==> config.mk <==
export PLATFORM = sky130hd
export DESIGN_NAME = can_tx_sched
export DESIGN_NICKNAME = d
export VERILOG_FILES = /design/src/rtl/can_pkg.sv /design/src/rtl/can_prio_sel.sv /design/src/rtl/can_tx_sched.sv
export SDC_FILE = /design/constraint.sdc
export NUM_CORES = 1
export LEC_CHECK = 0
export CAP_MARGIN = 30
export CORE_MARGIN = 2
export CORE_UTILIZATION = 63
export DETAILED_ROUTE_END_ITERATION = 12
export DONT_BUFFER_PORTS = 1
export PLACE_DENSITY = 0.79
export SYNTH_ARGS = -nofsm -noshare
export SYNTH_HDL_FRONTEND = slang
export SYNTH_SLANG_ARGS = --single-unit
==> constraint.sdc <==
create_clock -name clk_can_i -period 9.6 [get_ports clk_can_i]
set_input_delay 0.48 -clock clk_can_i [delete_from_list [all_inputs] [get_ports clk_can_i]]
set_output_delay 0.48 -clock clk_can_i [all_outputs]
set_load 0.02 [all_outputs]
==> src/rtl/can_pkg.sv <==
// Shared CAN scheduler types: FSM state encoding, frame field widths and DLC clamp.
package can_pkg;

    localparam int ID_W   = 29;
    localparam int DLC_W  = 4;
    localparam int DATA_W = 64;
    localparam logic [DLC_W-1:0] DLC_MAX = 4'd8;

    typedef enum logic [1:0] {
        IDLE   = 2'd0,
        SELECT = 2'd1,
        START  = 2'd2,
        WAIT   = 2'd3
    } can_state_e;

    // Classic CAN carries at most 8 data bytes; codes 9..15 are treated as 8.
    function automatic logic [DLC_W-1:0] clamp_dlc(input logic [DLC_W-1:0] dlc);
        return (dlc > DLC_MAX) ? DLC_MAX : dlc;
    endfunction

endpackage

==> src/rtl/can_prio_sel.sv <==
// Combinational arbiter: picks the pending mailbox with the lowest ID; ties go to the lowest index.
module can_prio_sel
    import can_pkg::*;
#(
    parameter int NUM_MB = 4
) (
    input  logic [NUM_MB-1:0]         pending,
    input  logic [ID_W-1:0]           ids [NUM_MB],
    output logic [$clog2(NUM_MB)-1:0] idx,
    output logic                      valid
);

    localparam int SW = $clog2(NUM_MB);

    logic [ID_W-1:0] best;

    // Strict less-than keeps the earlier (lower) index on equal IDs.
    always_comb begin
        idx   = '0;
        valid = 1'b0;
        best  = '0;
        for (int i = 0; i < NUM_MB; i++) begin
            if (pending[i] && (!valid || ids[i] < best)) begin
                idx   = SW'(i);
                valid = 1'b1;
                best  = ids[i];
            end
        end
    end

endmodule

==> src/rtl/can_tx_sched.sv <==
// CAN transmit mailbox scheduler: lowest-ID arbitration, one frame in flight, retry on lost arbitration.
// Optional macro CAN_TX_SCHED_RETRY_LIMIT_EN drops a mailbox after MAX_RETRY+1 consecutive losses.
module can_tx_sched
    import can_pkg::*;
#(
    parameter int NUM_MB    = 4,
    parameter int MAX_RETRY = 15
) (
    input  logic                      clk_can_i,
    input  logic                      rst_i,
    input  logic                      wr_en_i,
    input  logic [$clog2(NUM_MB)-1:0] wr_sel_i,
    input  logic [ID_W-1:0]           wr_id_i,
    input  logic [DLC_W-1:0]          wr_dlc_i,
    input  logic [DATA_W-1:0]         wr_data_i,
    output logic                      wr_err_o,
    output logic                      tx_start_o,
    output logic [ID_W-1:0]           tx_id_o,
    output logic [DLC_W-1:0]          tx_dlc_o,
    output logic [DATA_W-1:0]         tx_data_o,
    input  logic                      tx_lost_i,
    input  logic                      tx_acknowledged_i,
    output logic [NUM_MB-1:0]         pending_o,
    output logic [NUM_MB-1:0]         done_o,
    output logic [NUM_MB-1:0]         fail_o,
    output logic                      busy_o,
    output can_state_e                state_o
);

    localparam int SW = $clog2(NUM_MB);

    // Handshake: tx_start_o is a one-cycle request with tx_* held stable until the
    // transmitter answers with a single tx_acknowledged_i or tx_lost_i pulse in WAIT
    // (ack wins if both); loads are unconditional strobes, rejection reported by wr_err_o.

    can_state_e          state_q, state_d;
    logic [NUM_MB-1:0]   pending_q;
    logic [SW-1:0]       sel_q;
    logic [ID_W-1:0]     id_q   [NUM_MB];
    logic [DLC_W-1:0]    dlc_q  [NUM_MB];
    logic [DATA_W-1:0]   data_q [NUM_MB];
    logic [SW-1:0]       win_idx;
    logic                win_valid;
    logic                wr_hit_sel, wr_ok, wr_rej;
    logic                acked, lost_only, drop_sel;

    can_prio_sel #(.NUM_MB(NUM_MB)) u_prio_sel (
        .pending (pending_q),
        .ids     (id_q),
        .idx     (win_idx),
        .valid   (win_valid)
    );

    assign wr_hit_sel = (state_q != IDLE) && (wr_sel_i == sel_q);
    assign wr_ok      = wr_en_i && !wr_hit_sel && (int'(wr_sel_i) < NUM_MB);
    assign wr_rej     = wr_en_i && !wr_ok;
    assign acked      = (state_q == WAIT) && tx_acknowledged_i;
    assign lost_only  = (state_q == WAIT) && tx_lost_i && !tx_acknowledged_i;
    assign pending_o  = pending_q;
    assign state_o    = state_q;

    always_ff @(posedge clk_can_i) begin
        if (rst_i) state_q <= IDLE;
        else       state_q <= state_d;
    end

    always_comb begin
        state_d    = state_q;
        tx_start_o = 1'b0;
        busy_o     = 1'b1;
        case (state_q)
            IDLE: begin
                busy_o = 1'b0;
                if (win_valid) state_d = SELECT;
            end
            SELECT: state_d = START;
            START: begin
                tx_start_o = 1'b1;
                state_d    = WAIT;
            end
            WAIT: if (tx_acknowledged_i || tx_lost_i) state_d = IDLE;
            default: state_d = IDLE;
        endcase
    end

    always_ff @(posedge clk_can_i) begin
        if (rst_i) begin
            pending_q <= '0;
            sel_q     <= '0;
            tx_id_o   <= '0;
            tx_dlc_o  <= '0;
            tx_data_o <= '0;
            done_o    <= '0;
            wr_err_o  <= 1'b0;
            for (int i = 0; i < NUM_MB; i++) begin
                id_q[i]   <= '0;
                dlc_q[i]  <= '0;
                data_q[i] <= '0;
            end
        end else begin
            done_o   <= '0;
            wr_err_o <= wr_rej;
            if (wr_ok) begin
                id_q[wr_sel_i]      <= wr_id_i;
                dlc_q[wr_sel_i]     <= clamp_dlc(wr_dlc_i);
                data_q[wr_sel_i]    <= wr_data_i;
                pending_q[wr_sel_i] <= 1'b1;
            end
            // The frame is captured on entry to SELECT so tx_* is valid for the whole attempt.
            if (state_q == IDLE && win_valid) begin
                sel_q     <= win_idx;
                tx_id_o   <= id_q[win_idx];
                tx_dlc_o  <= dlc_q[win_idx];
                tx_data_o <= data_q[win_idx];
            end
            if (acked) begin
                pending_q[sel_q] <= 1'b0;
                done_o[sel_q]    <= 1'b1;
            end else if (drop_sel) begin
                pending_q[sel_q] <= 1'b0;
            end
        end
    end

`ifdef CAN_TX_SCHED_RETRY_LIMIT_EN
    localparam int RW = (MAX_RETRY < 1) ? 1 : $clog2(MAX_RETRY + 1);

    logic [RW-1:0] retry_q [NUM_MB];

    assign drop_sel = lost_only && (retry_q[sel_q] == RW'(MAX_RETRY));

    always_ff @(posedge clk_can_i) begin
        if (rst_i) begin
            fail_o <= '0;
            for (int i = 0; i < NUM_MB; i++) retry_q[i] <= '0;
        end else begin
            fail_o <= '0;
            if (wr_ok) retry_q[wr_sel_i] <= '0;
            if (acked || drop_sel) retry_q[sel_q] <= '0;
            else if (lost_only) retry_q[sel_q] <= retry_q[sel_q] + RW'(1);
            if (drop_sel) fail_o[sel_q] <= 1'b1;
        end
    end
`else
    // Unlimited retries: fail_o is tied low and MAX_RETRY has no effect in this build.
    assign drop_sel = 1'b0;
    assign fail_o   = {NUM_MB{1'b0}} & {NUM_MB{MAX_RETRY > 0}};
`endif

endmodule

# [Word level (Yosys, flattened, before mapping)]
# Memories as Yosys holds them, arrays and structs flattened. A register that Yosys moved wholly into a read port is not among the register bits.
# Index checks and enable logic that the tools add are counted.
[classes] n_mux=40 add_sub_neg=0 eq_ne=6 order_cmp=11 div_mod_pow=0 multipliers=0 n_bitwise=6 n_reduce_logical=26 shifts=0
[op_table] operator="29-bit 2-to-1 mux" n=6
[op_table] operator="116-bit bitwise mux" n=1
[op_table] operator="29-bit less-than comparator" n=3
[op_table] operator="64-bit 2-to-1 mux" n=1
[op_table] operator="64-bit OR reduction" n=1
[op_table] operator="29-bit binary-select mux with 2-bit select" n=1
[op_table] operator="29-bit demux with 2-bit select" n=1
[op_table] operator="4-bit 2-to-1 mux" n=5
[op_table] operator="1-bit 2-to-1 mux" n=16
[op_table] operator="2-bit 2-to-1 mux" n=6
[op_table] operator="1-bit logical AND" n=11
[op_table] operator="2-bit case mux with 4 select lines" n=1
[op_table] operator="3-bit greater-or-equal comparator (second input constant)" n=2
[op_table] operator="2-bit by 3-bit less-than comparator with 1-bit output (second input constant)" n=2
[op_table] operator="2-bit NOT with 3-bit output" n=2
[op_table] operator="1-bit zero test" n=5
[op_table] operator="4-bit bitwise AND" n=1
[op_table] operator="1-bit demux with 2-bit select" n=2
[op_table] operator="2-bit == test (second input constant)" n=2
[op_table] operator="2-bit by 1-bit greater-or-equal comparator with 1-bit output (second input constant)" n=2
[op_table] operator="4-bit > comparator (second input constant)" n=1
[op_table] operator="1-bit logical OR" n=4
[op_table] operator="4-bit NOT" n=1
[op_table] operator="4-bit OR" n=1
[op_table] operator="other kinds (11)" n=11
[word_totals] memories=2 wordCells=101 reg_bits=158 mem_bits_ro=0 latchBits=0 ramBits=272 out_inout_bits=114 input_bits=104
[memory_table] name="data_q" depth=4 word_bits=64 read_ports=1 rd_ports_with_merged_regs=1 wr=4 line="can_tx_sched.sv:41" text="logic [DATA_W-1:0] data_q [NUM_MB];"
[memory_table] name="dlc_q" depth=4 word_bits=4 read_ports=1 rd_ports_with_merged_regs=1 wr=4 line="can_tx_sched.sv:40" text="logic [DLC_W-1:0] dlc_q [NUM_MB];"

# [Longest topological paths before layout]
# Gate-level depths: netlist of run 1.
[depth] word_depth=17 mapped_depth=40 mapped_depth_nobuf=29

# [Modules after synthesis]
# A second synthesis of run 1 with hierarchy kept.
[unflattened] cells_unflattened=1932 area_unflattened_um2=22900.7
[modules_own_cells] mod="can_tx_sched" area_each_um2=19991.7 cells_per_inst=1538 seq_area_each_um2=12692.2 n_inst=1
[modules_own_cells] mod="can_prio_sel" area_each_um2=2909.0 cells_per_inst=394 seq_area_each_um2=0.0 n_inst=1

# [Worst setup path after synthesis of run 1]
# No wires, ideal clock.
[synth_path] kind="reg-to-reg" start="register pending_q[0] (netlist: pending_o[0])" end="register tx_data_o[60] (read register of data_q)" required_ns=9.509 setup_ns=0.091 path_buffers=10 arrival_ns=7.836 stages_incl_launch_ff=39 synth_period_minus_slack_ns=7.927 setup_slack_ns=1.673 cell_sequence="dfxtp_1 -> buf_4 -> clkbuf_1 -> clkbuf_1 -> nand2_1 -> ha_1 -> a21o_1 -> a21oi_2 -> o221ai_1 -> o311a_1 -> o22ai_1 -> buf_2 -> buf_1 -> nand2_1 -> a21boi_0 -> ha_1 -> or4_1 -> o21ai_0 -> (+3 left out) -> nand2_2 -> buf_4 -> buf_2 -> buf_1 -> nand2_1 -> o21ai_0 -> ha_1 -> nand2_1 -> nor4_1 -> inv_1 -> or3_1 -> a311o_1 -> o211ai_1 -> o21bai_2 -> buf_2 -> buf_2 -> o211ai_1 -> a311oi_1"
[synth_between] elab_chain_len=14 word_cells_on_any_way=23 classes_between="order compare (3); mux (10); reduce/logical (10)"
[synth_rtl] item="start: declaration" line="can_tx_sched.sv:37" text="logic [NUM_MB-1:0] pending_q;"
[synth_rtl] item="start signal: assignment" line="can_tx_sched.sv:88" text="pending_q <= '0;"
[synth_rtl] item="start signal: indexed assignment" line="can_tx_sched.sv:107" text="pending_q[wr_sel_i] <= 1'b1;"
[synth_rtl] item="start signal: indexed assignment" line="can_tx_sched.sv:117" text="pending_q[sel_q] <= 1'b0;"
[synth_rtl] item="29-bit 2-to-1 mux / 1-bit 2-to-1 mux (equally long branches)" line="can_prio_sel.sv:23" text="if (pending[i] && (!valid || ids[i] < best)) begin"
[synth_rtl] item="29-bit less-than comparator / 1-bit zero test (equally long branches)" line="can_prio_sel.sv:23"
[synth_rtl] item="1-bit logical OR" line="can_prio_sel.sv:23"
[synth_rtl] item="1-bit logical AND" line="can_prio_sel.sv:23"
[synth_rtl] item="29-bit 2-to-1 mux / 1-bit 2-to-1 mux (equally long branches)" line="can_prio_sel.sv:23"
[synth_rtl] item="29-bit less-than comparator / 1-bit zero test (equally long branches)" line="can_prio_sel.sv:23"
[synth_rtl] item="1-bit logical OR" line="can_prio_sel.sv:23"
[synth_rtl] item="1-bit logical AND" line="can_prio_sel.sv:23"
[synth_rtl] item="29-bit 2-to-1 mux / 1-bit 2-to-1 mux (equally long branches)" line="can_prio_sel.sv:23"
[synth_rtl] item="29-bit less-than comparator / 1-bit zero test (equally long branches)" line="can_prio_sel.sv:23"
[synth_rtl] item="1-bit logical OR" line="can_prio_sel.sv:23"
[synth_rtl] item="1-bit logical AND" line="can_prio_sel.sv:23"
[synth_rtl] item="1-bit 2-to-1 mux" line="can_prio_sel.sv:23"
[synth_rtl] item="1-bit logical AND" line="can_tx_sched.sv:110" text="if (state_q == IDLE && win_valid) begin"
[synth_rtl] item="end: declaration" line="can_tx_sched.sv:20" text="output logic [DATA_W-1:0] tx_data_o,"
# Parallel ways exist; a longest one is shown, timed or not.
# A chain may end at the register's enable or synchronous reset.

# [Worst setup path in the final report of run 1]
[layout_path] start="register pending_q[0] (netlist: pending_o[0])" end="register tx_data_o[8] (read register of data_q)"
# Same word-level chain as after synthesis.

==> metrics.txt, run 1 <==
status=complete, no violations; endpoint class of the critical path=register; final hold violations=0; register area share after synthesis=56.9%; crit start category=register; xor-xnor portion of the synthesized cell area=0.0785%; htree depth=2; critical path class=reg -> reg; fin crit period=9.15 ns; CP peak stage delay=0.68 ns; cts bufs inserted=48; Post-synth ARST share=0%; hold slack=0.0154 ns; CTS tree=built; Total GRT Usage=32.0%; Hold Crit Class=in -> reg; CP most frequent cell=buf_4; Die Ht=192 microns; Synth warnings=0; # port buffers=0; fmax=109 MHz; simple-gate area share of the yosys netlist=17.8%; Routed WL per cell=21.7 microns; CORE AREA=0.0347 sq mm; Mapped Cells=2293; Crit path max-delay family=simple AND/OR/NAND/NOR gates; max_slew headroom=32.4%; cell total after placement=2617; initial antenna violation count=1; crit path max fanout=83; most common cell after layout, fill and taps aside=nand2_1; first-pass GRT wire length=91400 microns; nets@finish=2435; crit path buf inv count=4; detailed-route via count=17400; Seq cells post-synth=498; buffer depth of the longest clock path=3; final WL=59400 microns; main combinational cell family by area after synthesis=simple AND/OR/NAND/NOR gates; top_reg_cell synth=edfxtp_1; first-pass iteration count of the detailed router=6; fin crit share=95.3%; setup tns final=0 ns; Die Span X=192 microns; Post-CTS Setup Inserts=0; final setup skew=0.0215 ns; Post-synth EDFFs=272; top-level I/O count=218; Pwr Density=237 mW/mm^2; Worst Tran Pin Value=1.01 ns; DP HPWL=35600 microns; grt ovf=0; initial DRC count=1507; layout cells sized above 1=6.04%; routability cong.=0.892; die area=0.0369 sq mm; Unique masters post-synth=60; root buf cell=clkbuf_16; Pwr Total=5830 uW; Synth Area in Adders=4.93%; vias in the first global route=16900; clock-pin slew on the worst setup and hold paths=0.06 ns; fin. max-slew vios=0; Critical Path RT=10.09 ns; Synth-to-Final Area Change=10.3%; slowest cell on the critical path=nor2_1; Avg Cell Area, Syn=9.73 sq um; VDD IR-drop max=0.211 mV; post-route ant nets=0; Avg Vias per Cell=6.35; post-synthesis mux area share=0.0449%; DRC=0; P_leak=0.00975 uW; Num Clock Sinks=498; placement row count=68; Mapped Area=0.0223 sq mm; largest net degree at the start of global routing=136; final setup vio count=0; RSZ-0062 raised after global routing=false; Non-Filler Instances=2739; Synth Area in Compound Gates=15.6%; maxcap violations=0; worst path arrival time=9.64 ns; commonest non-fill, non-tap cells in the layout=495 x nand2_1, 325 x nor2_1, 272 x edfxtp_1; Starting Density=64.3%; worst skew pair latency=0.60 ns; Util after Layout=70.9%
-- synth_stat cells, drive strengths merged (7+ instances only) --
cell    instances  area share, %
nand2         496            8.4
nor2          330            5.6
edfxtp        272             37
dfxtp         226             20
clkbuf        121            2.0
nand3         108            2.4
a311oi        100            3.9
o211ai         98            3.3
ha             88            4.9
a22o           86            3.4
inv            84            1.4
a21oi          53            1.2
buf            51            1.2
o21ai          43           0.96
a21boi         30            1.0
nand4          15           0.42
a21o           13           0.44
nor3           12           0.27
a211oi          7           0.24
-- layout make-up --
type | count | area, sq um
clock inverter | 25 | 260
sequential | 498 | 12700
timing repair buffer | 68 | 749
inverter | 84 | 319
multi-input combinational | 1543 | 8720
clock buffer | 65 | 1310
fill | 2519 | 10100
antenna | 1 | 2.50
tap | 455 | 569
-- flip-flops by register name, indices dropped and copies added, names as in the netlist --
register,count
tx_dlc_o,4
tx_data_o,64
state_o,2
sel_q,2
data_q,256
tx_id_o,29
wr_err_o,1
done_o,4
id_q,116
pending_o,4
dlc_q,16
-- through the flow --
step	setup slack (ns)	cell area, sq um
after floorplan	1.67	22300
after global placement	0.856	22600
after detailed placement	0.672	22700
after CTS	0.630	24600
after global routing	0.101	24600
final	0.451	24600
-- report_power, final --
group	internal (uW)	switching (uW)	leakage, uW
sequential	2520	360	0.00469
clock	1070	824	0.000778
combinational	356	704	0.00428
total	3940	1890	0.00975
-- what timing repair did --
item                                    4_1_cts  5_1_grt
hold buffers                                 30        0
endpoints found under the hold margin       209        0
resized for setup                             0        1
endpoints found under the setup margin        0        7
-- cell families (layout without fill, tap and decap cells) --
| logic type | count (synthesis) | in the layout |
|---|---|---|
| buf+inv | 256 | 242 |
| xor+xnor | 2 | 2 |
| flops | 498 | 498 |
| compound gates | 460 | 461 |
| other cells | 1 | 5 |
| simple gates | 987 | 987 |
| fa+ha+maj | 88 | 88 |
| mux | 1 | 1 |
-- routing by layer --
| metal | GRT usage [%] | routed length, microns | vias up |
|---|---|---|---|
| met4 | 13.9 | 2260 | 0 |
| met3 | 6.71 | 5690 | 163 |
| met1 | 39.9 | 22800 | 8297 |
| met5 | 0 | 0 | - |
| li1 | - | - | 8072 |
| met2 | 53.9 | 28600 | 872 |
-- path summary, 6_finish.rpt --
check	start	end	slack, ns	cells past startpoint
max	pending_o[0]	tx_data_o[8]	0.45	28
min	wr_id_i[12]	id_q[70]	0.02	1
min reg2reg	id_q[27]	id_q[27]	0.48	2
max reg2reg	pending_o[0]	tx_data_o[8]	0.45	28
Note: power is estimated with default switching activity, not from simulation.
==> run 2: changes to the inputs <==
Settings changed: PLACE_DENSITY 0.79 to 0.76.
==> metrics.txt, run 2 (synthesis gave the netlist of run 1 again) <==
status=complete, no violations (unchanged); setup tns final=0 ns (unchanged); CORE AREA=0.0347 sq mm (unchanged); Post-CTS Setup Inserts=0 (unchanged); max_slew headroom=34.4% (was 32.4%); routability cong.=0.916 (was 0.892); met1 global-route usage=40.0% (was 39.9%); die area=0.0369 sq mm (unchanged); # port buffers=0 (unchanged); placement row count=68 (unchanged); fin crit share=94.4% (was 95.3%); worst path arrival time=9.55 ns (was 9.64 ns); VDD IR-drop max=0.203 mV (was 0.211 mV); crit start category=register (unchanged); Synth-to-Final Area Change=11.3% (was 10.3%); final setup vio count=0 (unchanged); Routed WL per cell=21.5 microns (was 21.7 microns); vias in the first global route=17100 (was 16900); crit path max fanout=72 (was 83); P_leak=0.00984 uW (was 0.00975 uW); commonest non-fill, non-tap cells in the layout=495 x nand2_1, 325 x nor2_1, 272 x edfxtp_1 (unchanged); htree depth=2 (unchanged); final hold violations=0 (unchanged); final WL=59000 microns (was 59400 microns); Total GRT Usage=32.1% (was 32.0%); Num Clock Sinks=498 (unchanged); fillers=2569 (was 2519); fin crit period=9.06 ns (was 9.15 ns); CP peak stage delay=0.58 ns (was 0.68 ns); RSZ-0062 raised after global routing=false (unchanged); GR Layer Usage met2=53.5% (was 53.9%); layout cells sized above 1=6.11% (was 6.04%); initial antenna violation count=1 (unchanged); cell total after placement=2620 (was 2617); Die Span X=192 microns (unchanged); fmax=110 MHz (was 109 MHz); DP HPWL=35800 microns (was 35600 microns); critical path class=reg -> reg (unchanged); biggest registers after layout=data_q x256, id_q x116, tx_data_o x64 (unchanged); most common cell after layout, fill and taps aside=nand2_1 (unchanged); grt ovf=0 (unchanged); hold slack=0.0166 ns (was 0.0154 ns); Biggest register=data_q (unchanged); final setup skew=0.0150 ns (was 0.0215 ns); max FFs per register=256 (unchanged); Avg Vias per Cell=6.33 (was 6.35); maxcap violations=0 (unchanged); Hold Crit Class=in -> reg (unchanged); CTS tree=built (unchanged); endpoint class of the critical path=register (unchanged); clock-pin slew on the worst setup and hold paths=0.06 ns (about the same); Pwr Density=240 mW/mm^2 (was 237 mW/mm^2); nets@finish=2441 (was 2435); first-pass GRT wire length=91800 microns (was 91400 microns); largest net degree at the start of global routing=137 (was 136); Starting Density=64.3% (unchanged); Pwr Total=5970 uW (was 5830 uW); root buf cell=clkbuf_16 (unchanged); buffer depth of the longest clock path=3 (unchanged); GRT busiest layer=met2 (unchanged); Non-Filler Instances=2747 (was 2739); cts bufs inserted=50 (was 48); Critical Path RT=10.10 ns (was 10.09 ns); post-route ant nets=0 (unchanged); top-level I/O count=218 (unchanged); worst skew pair latency=0.61 ns (was 0.60 ns); met3 usage in global routing=7.69% (was 6.71%); Die Ht=192 microns (unchanged); Worst Tran Pin Value=0.981 ns (was 1.01 ns); first-pass iteration count of the detailed router=6 (unchanged); DRC=0 (unchanged); initial DRC count=1467 (was 1507); detailed-route via count=17400 (about the same); slowest cell on the critical path=a211oi_1 (was nor2_1); fin. max-slew vios=0 (unchanged)
==> run 2: cell count changes in the layout (fill, tap and decap cells not counted), moves of 3 or more <==
cell	delta
clkbuf_1	+8
clkinv_1	-3
clkbuf_16	+3
clkbuf_8	+5
buf_4	+3
clkinv_2	-8
==> run 2: metrics by stage <==
step / worst slack (ns) / instance area (sq um) / utilization (%)
finish: 0.542 / 24800 / 71.6
CTS: 0.594 / 24800 / 71.5
floorplan: 1.67 / 22300 / -
global route: 0.0104 / 24800 / 71.6
detailed placement: 0.758 / 22800 / 65.6
global placement: 1.06 / 22600 / 65.1
==> run 2: critical path, delay by kind of cell (launching register included) <==
kind | cells | cell delay, ns
buf+inv | 3 | 1.08
simple gates | 7 | 1.37
fa+ha+maj | 3 | 0.93
compound gates | 18 | 5.20
flops | 1 | 0.31
==> run 2: layout make-up <==
type	instances	area, sq um	share of cell area (%)
clock inverters	13	245	0.987
clock buffers	81	1480	5.95
well taps	455	569	2.29
diodes	1	2.50	0.0101
repair buffers	72	806	3.24
multi-input cells	1543	8730	35.1
inverters	84	319	1.28
flip-flops and latches	498	12700	51.1
==> run 2: power by group <==
| part | total [uW] | switching, uW | internal [uW] |
|---|---|---|---|
| Combinational | 1070 | 703 | 363 |
| Sequential | 2880 | 362 | 2520 |
| Clock | 2030 | 835 | 1190 |
==> run 2: layer usage <==
metal  vias up  routed length, microns
met1      8362                   23000
met5         -                      12
met4         2                    2180
li1       8081                       -
met2       803                   28400
met3       145                    5420
==> run 2: final timing paths <==
check	from	to	slack, ns	cells past startpoint
setup / recovery	pending_o[0]	tx_data_o[6]	0.54	31
setup reg to reg	pending_o[0]	tx_data_o[6]	0.54	31
hold reg to reg	id_q[26]	id_q[26]	0.48	2
hold / removal	wr_id_i[10]	id_q[10]	0.02	2
==> run 2: repair_timing <==
item	CTS	global route
hold buffers	31	0
hold endpoints to repair	217	0
gates resized for setup	0	0
endpoints found under the setup margin	0	68
==> run 3: changes to the inputs <==
Settings changed: SYNTH_HIERARCHICAL set to 1.
==> metrics.txt, run 3 <==
register area share after synthesis=55.4% (was 56.9%); Synth warnings=6 (was 0); Avg Cell Area, Syn=11.9 sq um (was 9.73 sq um); max FFs per register=256 (unchanged); initial antenna violation count=0 (was 1); detailed-route via count=15500 (was 17400); Clk network pwr share=36.6% (was 34.0%); most common cell after layout, fill and taps aside=nor2_1 (was nand2_1); max_slew headroom=33.6% (was 34.4%); Post-synth ARST share=0% (unchanged); crit path launch=pending_o[0] (unchanged); Die Ht=195 microns (was 192 microns); htree depth=2 (unchanged); cts bufs inserted=49 (was 50); first-pass GRT wire length=91400 microns (was 91800 microns); setup slack, reg-to-reg=0.74 ns (was 0.54 ns); Post-CTS Setup Inserts=0 (unchanged); Routed met2 length=28200 microns (was 28400 microns); Non-Filler Instances=2379 (was 2747); Pwr Density=224 mW/mm^2 (was 240 mW/mm^2); Psw=1610 uW (was 1900 uW); endpoint class of the critical path=register (unchanged); Biggest register=data_q (unchanged); Routed WL per cell=24.7 microns (was 21.5 microns); Synth top area share=35.7% (was 36.6%); CP most frequent cell=buf_4; largest net degree at the start of global routing=73 (was 137); Hold Crit Class=in -> reg (unchanged); worst path arrival time=9.33 ns (was 9.55 ns); wire length on met1=23000 microns (about the same); layout cells sized above 1=16.4% (was 6.11%); Starting Density=64.2% (was 64.3%); placement row count=69 (was 68); Inserted Diodes=0 (was 1); CTS tree=built (unchanged); Comb power frac=16.9% (was 17.8%); fin crit period=8.86 ns (was 9.06 ns); post-route ant nets=0 (unchanged); VDD IR-drop max=0.178 mV (was 0.203 mV); DRC=0 (unchanged); Total GRT Usage=31.3% (was 32.1%); Top Metal Used=met4 (was met5); Mapped Area=0.0229 sq mm (was 0.0223 sq mm); final WL=58600 microns (was 59000 microns); DP HPWL=35800 microns (about the same); xor-xnor portion of the synthesized cell area=0.0765% (was 0.0785%); Mapped Cells=1932 (was 2293); P_leak=0.00935 uW (was 0.00984 uW); Num Clock Sinks=498 (unchanged); metal3 WL=5460 microns (was 5420 microns); final hold violations=0 (unchanged); first-pass iteration count of the detailed router=6 (unchanged); initial DRC count=1290 (was 1467); buffer depth of the longest clock path=3 (unchanged); slowest cell on the critical path=dfxtp_1 (was a211oi_1); worst skew pair latency=0.60 ns (was 0.61 ns); Worst setup endpoint=tx_data_o[55] (was tx_data_o[6]); final setup skew=0.0177 ns (was 0.0150 ns); area leader, netlist=edfxtp_1 (unchanged); hold path cells=2 (unchanged); Post-synth top cells=308 x nor2_1, 272 x edfxtp_1, 226 x dfxtp_1, 157 x nand2_1 (was 495 x nand2_1, 330 x nor2_1, 272 x edfxtp_1, 226 x dfxtp_1, 120 x clkbuf_1); commonest non-fill, non-tap cells in the layout=308 x nor2_1, 272 x edfxtp_1, 226 x dfxtp_1 (was 495 x nand2_1, 325 x nor2_1, 272 x edfxtp_1); simple-gate area share of the yosys netlist=12.6% (was 17.8%); CP peak stage delay=0.73 ns (was 0.58 ns); # hold bufs at CTS=1 (was 31); Reg2Reg Depth=34 (was 31); Synth Area in Compound Gates=10.9% (was 15.6%); post_cts resized=0 (unchanged); worst r2r dst=tx_data_o[55] (was tx_data_o[6]); die area=0.0379 sq mm (was 0.0369 sq mm); nets@finish=2069 (was 2441); Worst Tran Pin Value=0.995 ns (was 0.981 ns); setup tns final=0 ns (unchanged); main combinational cell family by area after synthesis=simple AND/OR/NAND/NOR gates (unchanged); critical path class=reg -> reg (unchanged); Post-synth EDFFs=272 (unchanged); count leader, synth=nor2_1 (was nand2_1); RSZ-0062 raised after global routing=false (unchanged); fmax=113 MHz (was 110 MHz); vias in the first global route=15900 (was 17100); biggest registers after layout=data_q x256, id_q x116, tx_data_o x64 (unchanged); Flop pwr share=46.5% (was 48.2%); Unique masters post-synth=63 (was 60); grt ovf=0 (unchanged); final setup vio count=0 (unchanged); fin. max-slew vios=0 (unchanged); # port buffers=0 (unchanged); Worst R2R Start=pending_o[0] (unchanged); crit path max fanout=21 (was 72); maxcap violations=0 (unchanged); status=complete, no violations (unchanged); most area-consuming cells after synthesis=edfxtp_1 36%, dfxtp_1 20%, mux4_2 9.5% (was edfxtp_1 37%, dfxtp_1 20%, nand2_1 8.3%); CORE AREA=0.0357 sq mm (was 0.0347 sq mm); routability cong.=0.941 (was 0.916); Net Sw Frac=28.7% (was 31.8%); internal power=4000 uW (was 4070 uW); cell total after placement=2286 (was 2620); top-level I/O count=218 (unchanged); root buf cell=clkbuf_16 (unchanged); Seq cells post-synth=498 (unchanged); fin crit share=92.3% (was 94.4%); clock-pin slew on the worst setup and hold paths=0.06 ns (about the same); crit start category=register (unchanged); Synth Area in Adders=4.81% (was 4.93%); Avg Vias per Cell=6.52 (was 6.33); Die Span X=195 microns (was 192 microns); top_reg_cell synth=edfxtp_1 (unchanged); Synth-to-Final Area Change=9.38% (was 11.3%); post-synthesis mux area share=12.2% (was 0.0449%); Critical Path RT=10.08 ns (was 10.10 ns)
[run 3: cell types whose count changed after synthesis, sizes merged, moves of 31 or more]
cell	previous run	this run
nand2	496	157
a311oi	100	1
mux4	0	97
o211ai	98	1
clkbuf	121	43
nand3	108	39
a31o	0	58
buf	51	109
nor3	12	68
inv	84	39
a21o	13	44
[run 3: worst min-delay path by stage]
stage,start,endpoint,slack [ns]
2_1_floorplan,id_q[37],id_q[37],0.46
3_3_place_gp,id_q[56],id_q[56],0.49
3_5_place_dp,id_q[1],id_q[1],0.49
4_1_cts,wr_id_i[23],id_q[23],0.008
5_1_grt,wr_id_i[18],id_q[18],0.03
6_report,wr_id_i[23],id_q[23],0.03
[run 3: cell families after synthesis]
logic type / count (synthesis)
flip-flops: 498
AO/OA/AOI/OAI: 339
adder cells (fa/ha/maj): 88
other: 1
AND/OR/NAND/NOR: 658
XOR/XNOR: 2
multiplexers: 155
buffers and inverters: 191
[run 3: critical path, delay by kind of cell, from the launching register on]
kind	cells	cell delay, ns
compound gates	15	3.14
simple gates	8	1.58
buf+inv	6	1.44
mux	2	0.92
fa+ha+maj	3	0.87
flops	1	0.73
[run 3: through the flow]
step | setup WS (ns) | total power [uW] | instance area [sq um] | hold WS [ns] | util [%]
finish | 0.742 | 5620 | 25000 | 0.0298 | 70.3
global route | 0.255 | 5810 | 25000 | 0.0333 | 70.3
CTS | 0.832 | 5640 | 25000 | 0.00800 | 70.3
detailed placement | 0.875 | 3590 | 23300 | 0.491 | 65.3
global placement | 0.583 | 3560 | 23200 | 0.485 | 65.0
floorplan | 1.47 | 3320 | 22900 | 0.462 | -
[run 3: power groups by stage]
| stage | Clock, uW | Combinational, uW | Sequential, uW |
|---|---|---|---|
| after floorplan | 0 | 712 | 2600 |
| final | 2060 | 952 | 2610 |
| after global routing | 2160 | 1030 | 2630 |
| after detailed placement | 0 | 940 | 2650 |
| after CTS | 2080 | 949 | 2610 |
| after global placement | 0 | 908 | 2650 |
[run 3: routing by layer]
metal / GRT usage [%] / vias up
li1: - / 7014
met2: 51.6 / 700
met5: 0 / -
met3: 7.32 / 137
met1: 40.4 / 7649
met4: 12.2 / 0
[run 3: cell type report]
type / count / area, sq um
Sequential cell: 498 / 12700
Fill cell: 2498 / 10600
Multi-Input combinational cell: 1246 / 9410
Clock buffer: 66 / 1360
Tap cell: 461 / 577
Timing Repair Buffer: 43 / 490
Clock inverter: 26 / 368
Inverter: 39 / 146
